**config.mk**
```make
export PLATFORM = sky130hd
export DESIGN_NAME = uart_byte_rx
export DESIGN_NICKNAME = d
export VERILOG_FILES = /design/src/rtl/uart_byte_rx.sv
export SDC_FILE = /design/constraint.sdc
export NUM_CORES = 1
export LEC_CHECK = 0
export BUFFER_PORTS_ARGS = -buffer_cell sky130_fd_sc_hd__buf_4
export CAP_MARGIN = 20
export CORE_ASPECT_RATIO = 0.7
export CORE_MARGIN = 2
export CORE_UTILIZATION = 52
export CTS_CLUSTER_SIZE = 8
export DETAILED_ROUTE_END_ITERATION = 7
export GPL_ROUTABILITY_DRIVEN = 0
export PLACE_DENSITY_LB_ADDON = 0.25
export SETUP_SLACK_MARGIN = 0.05
export SLEW_MARGIN = 15
export SYNTH_ARGS = -nofsm -noshare
export SYNTH_HDL_FRONTEND = slang
export SYNTH_SLANG_ARGS = --single-unit
export TNS_END_PERCENT = 100
```
**constraint.sdc**
```tcl
create_clock -name Clk -period 3.1 [get_ports Clk]
set_input_delay 0.155 -clock Clk [delete_from_list [all_inputs] [get_ports Clk]]
set_output_delay 0.155 -clock Clk [all_outputs]
set_load 0.05 [all_outputs]
```
**src/rtl/uart_byte_rx.sv**
```systemverilog
// rtl/uart_byte_rx.sv - 8N1 UART byte receiver with 16x oversampling and majority-vote sampling
module uart_byte_rx (
    input  logic       Clk,
    input  logic       Rst,
    input  logic       Rs232_Rx,
    input  logic [2:0] baud_set,
    output logic [7:0] data_byte,
    output logic       Rx_Done,
    output logic       frame_err,
    output logic       uart_state
);

    typedef enum logic [1:0] {IDLE, START, DATA, STOP} state_t;

    state_t      r_state, w_next;
    logic        r_rx_s1, r_rx_s2, r_rx_prev;
    logic [1:0]  r_flush;
    logic        r_armed;
    logic [8:0]  r_div_cnt, r_div_max, w_div_sel;
    logic [3:0]  r_tick_cnt, r_bit_cnt;
    logic [7:0]  r_shift;
    logic [1:0]  r_samp;
    logic        r_bit;
    logic        w_fall, w_tick, w_maj;
    logic        w_start, w_done, w_ferr, w_shift_en;

    always_comb begin
        case (baud_set)
            3'd1:    w_div_sel = 9'd161;
            3'd2:    w_div_sel = 9'd80;
            3'd3:    w_div_sel = 9'd53;
            3'd4:    w_div_sel = 9'd26;
            default: w_div_sel = 9'd324;
        endcase
    end

    // A line already low when reset releases must not look like a start edge:
    // edges only count once the flushed synchroniser has shown the line high.
    always_ff @(posedge Clk) begin
        if (Rst) begin
            r_rx_s1   <= 1'b1;
            r_rx_s2   <= 1'b1;
            r_rx_prev <= 1'b1;
            r_flush   <= 2'd0;
            r_armed   <= 1'b0;
        end else begin
            r_rx_s1   <= Rs232_Rx;
            r_rx_s2   <= r_rx_s1;
            r_rx_prev <= r_rx_s2;
            if (r_flush != 2'd2)
                r_flush <= r_flush + 2'd1;
            else if (r_rx_s2)
                r_armed <= 1'b1;
        end
    end

    assign w_fall     = r_armed & r_rx_prev & ~r_rx_s2;
    assign w_tick     = (r_state != IDLE) && (r_div_cnt == r_div_max);
    assign w_maj      = (r_samp[0] & r_samp[1]) | ((r_samp[0] | r_samp[1]) & r_rx_s2);
    assign uart_state = (r_state != IDLE);

    always_comb begin
        w_next     = r_state;
        w_start    = 1'b0;
        w_done     = 1'b0;
        w_ferr     = 1'b0;
        w_shift_en = 1'b0;
        case (r_state)
            IDLE: begin
                if (w_fall) begin
                    w_next  = START;
                    w_start = 1'b1;
                end
            end
            START: begin
                if (w_tick && r_tick_cnt == 4'd15)
                    w_next = r_bit ? IDLE : DATA;
            end
            DATA: begin
                if (w_tick && r_tick_cnt == 4'd15) begin
                    w_shift_en = 1'b1;
                    if (r_bit_cnt == 4'd7)
                        w_next = STOP;
                end
            end
            STOP: begin
                // Decide mid-bit so a back-to-back start edge is not missed.
                if (w_tick && r_tick_cnt == 4'd9) begin
                    w_next = IDLE;
                    if (w_maj)
                        w_done = 1'b1;
                    else
                        w_ferr = 1'b1;
                end
            end
            default: w_next = IDLE;
        endcase
    end

    always_ff @(posedge Clk) begin
        if (Rst) begin
            r_state    <= IDLE;
            r_div_cnt  <= 9'd0;
            r_div_max  <= 9'd324;
            r_tick_cnt <= 4'd0;
            r_bit_cnt  <= 4'd0;
            r_shift    <= 8'h00;
            r_samp     <= 2'b00;
            r_bit      <= 1'b0;
            data_byte  <= 8'h00;
            Rx_Done    <= 1'b0;
            frame_err  <= 1'b0;
        end else begin
            r_state   <= w_next;
            Rx_Done   <= w_done;
            frame_err <= w_ferr;
            if (w_done)
                data_byte <= r_shift;
            if (w_start) begin
                r_div_cnt  <= 9'd0;
                r_tick_cnt <= 4'd0;
                r_bit_cnt  <= 4'd0;
                r_div_max  <= w_div_sel;
            end else if (r_state != IDLE) begin
                if (w_tick) begin
                    r_div_cnt  <= 9'd0;
                    r_tick_cnt <= r_tick_cnt + 4'd1;
                    if (r_tick_cnt == 4'd7)
                        r_samp[0] <= r_rx_s2;
                    if (r_tick_cnt == 4'd8)
                        r_samp[1] <= r_rx_s2;
                    if (r_tick_cnt == 4'd9)
                        r_bit <= w_maj;
                end else begin
                    r_div_cnt <= r_div_cnt + 9'd1;
                end
            end
            if (w_shift_en) begin
                r_shift   <= {r_bit, r_shift[7:1]};
                r_bit_cnt <= r_bit_cnt + 4'd1;
            end
        end
    end

endmodule

```
==> metrics.cfg <==
[global_routing]
top_usage_layer=met1
grtUsageMet3=0.04490
antenna_found_initial=0
grt_pass1_wl_um=7334
first_global_vias=1529
grt_util_met1=0.2810
grt-ovfl-total=0
grt_usage=0.1830
grt_max_degree=42
use_met2=0.2553

[pwr]
power_density_nw_per_um2=460.9
p_total_mw=1.191
swShare=0.2430
combPwrFrac=0.082
power.internal_mw=0.9015
power_switching_mw=0.2894
power_frac_seq=0.600
p_leak_nw=1.073
clkPwrFrac=0.318
peakVddDrop_v=0.0003385

[final_layout]
fin_area_um2=2584
layout-drive-gt1-share=0.1219
fill_cells=394
syn_to_final_growth_pct=8.456
layout_common_cells=dfxtp_1, nand2_1, nor2_1
nets=290
n_antenna_cell=0
mostFrequentLayoutCell=dfxtp_1
final_cell_count_no_fill=334

[hold_path]
worstHoldPathType=input pin to flip-flop

[clock_network]
path_clk_slew_ps=100
cts_buffers=5
root_buffer=clkbuf_8
cts_tree=done
ctsResizeCount=0
cts_hold_buf=0
clock_latency_ps=300
htree_levels=2
ctsLongestPathBuffers=2
cts_setup_buffers=0
clock_sinks=53

[job]
max_cap_violations=0

[floorplan]
rows=20
core_region_area_um2=4379
initial_core_util=0.5440
die_x_um=84.90
die_h_um=60.63
ioPinCount=17
die_area_um2=5147

[critical_path]
critPathArrivalTime_ps=2260
critPathTopFamily=simple AND/OR/NAND/NOR gates
critPathKind=flip-flop to flip-flop
cpMaxStageDelayCell=nand4_1
cp-end-kind=flip-flop
cp-start-kind=flip-flop
slowest_delay_ps=520
worstPathRequired_ps=3280
path_buf_inv=0
path_cells=xor2_1 -> nor4_4 -> nand4_1 -> o211ai_1 -> o31ai_1
path_max_fanout=14

[synth]
ys_warn_count=0
synth_cell_types=38
synthCells=267
synth_nets=279
netlist_top_cells_area=dfxtp_1, mux2i_1, nand2_1, nor2_1, a21oi_1
synth_edf_count=0
synth_top_area_frac=0.4454
ys_async_sr_fraction=0
yosysTopAreaCell=dfxtp_1
syn_area_um2=2382
synth_area_per_cell_um2=8.922
ys_seq_elements=53
synth-main-ff-cell=dfxtp_1
synth-seq-area-share=0.4454

[timing]
min_period_ps=2074
fin_crit_sh=0.6691
final_max_slew_viol_count=0
tns_ps=0
setup_viol_count_final=0
tightest_slew_ps=545.9
fmaxAchievable_mhz=482.1
grt_setup_unrepaired=false
finClkSkew_ps=7.454
hold_viol=0
slew_headroom=0.6350

[drt]
wire_per_inst_um=13.36
drtIter0Drc=155
ant_nets=0
drt_pass1_iterations=5
routed_wl_um=4461
route.vias.total=1818
vias_per_cell=5.443
route.detailed.drc=0

[placed_design]
placed_cell_area_um2=2496
dp_hpwl_um=3173
io_buffer_count=16
dp.cells=326

[status]
status=complete, no violations

routing by layer:
layer | wire [um] | part of all wire
met1 | 2446 | 0.55
met2 | 1771 | 0.40
met3 | 214 | 0.048
met4 | 29 | 0.0065
met5 | 0 | 0
per-stage QoR:
step / hold slack (ps) / setup slack (ps) / utilization
floorplan: 258.8 / 1102 / -
global placement: 340.1 / 1065 / 0.5700
finish: 35.86 / 1026 / 0.5900
detailed placement: 347.1 / 1040 / 0.5700
global route: 19.92 / 806.5 / 0.5900
CTS: 31.17 / 1031 / 0.5900
synthesized netlist by cell type (2+ instances only):
cell / count
or3_1: 5
o21ai_0: 5
dfxtp_1: 53
nand3b_1: 2
buf_2: 3
xor2_1: 9
nand3_1: 11
nor2_1: 31
a21oi_1: 17
ha_1: 6
buf_6: 4
mux2i_1: 15
o211ai_1: 2
nand2_1: 37
nor2b_1: 4
a211oi_1: 2
nand4_1: 9
clkbuf_1: 6
inv_1: 5
nor3b_1: 4
nor3_1: 6
o31ai_1: 2
xnor2_1: 6
or2_2: 4
and3_1: 6
state kept, by name, summed over array words and instances, names as in the netlist, named ones only:
signal / count
r_shift: 8
r_flush: 2
r_bit_cnt: 4
r_rx_prev: 1
r_div_cnt: 9
r_bit: 1
frame_err: 1
r_state: 1
data_byte: 8
r_tick_cnt: 4
r_div_max: 7
r_rx_s1: 1
r_rx_s2: 1
Rx_Done: 1
r_armed: 1
r_samp: 2
layout make-up:
class / instances / area (um2) / area share
Clock inverter: 2 / 15.01 / 0.005811
Tap cell: 55 / 68.82 / 0.02663
Multi-Input combinational cell: 195 / 1216 / 0.4707
Inverter: 6 / 22.52 / 0.008717
Clock buffer: 6 / 72.57 / 0.02809
Sequential cell: 53 / 1061 / 0.4107
Timing Repair Buffer: 17 / 127.6 / 0.04939
worst paths after layout:
path                      from            to  slack, ps  depth (start not counted)
hold / removal        Rs232_Rx       r_rx_s1         40                          2
hold reg to reg        r_rx_s1       r_rx_s2        410                          1
setup reg to reg  r_div_cnt[2]  r_bit_cnt[3]       1030                          5
setup / recovery  r_div_cnt[2]  r_bit_cnt[3]       1030                          5
kinds of logic after synthesis:
kind of cell    share of synthesized area
xor+xnor                          0.05515
buf+inv                           0.04411
mux                               0.06775
simple gates                       0.2700
flops                              0.4454
compound gates                    0.08193
fa+ha+maj                         0.03571
power by group through the flow:
stage | logic (mW) | clock network, mW | registers [mW]
floorplan | 0.0799 | 0 | 0.728
global placement | 0.0962 | 0 | 0.731
detailed placement | 0.0990 | 0 | 0.730
CTS | 0.0993 | 0.387 | 0.715
global route | 0.115 | 0.422 | 0.717
finish | 0.0979 | 0.378 | 0.715
No activity file was read; power rests on OpenSTA's default activity.
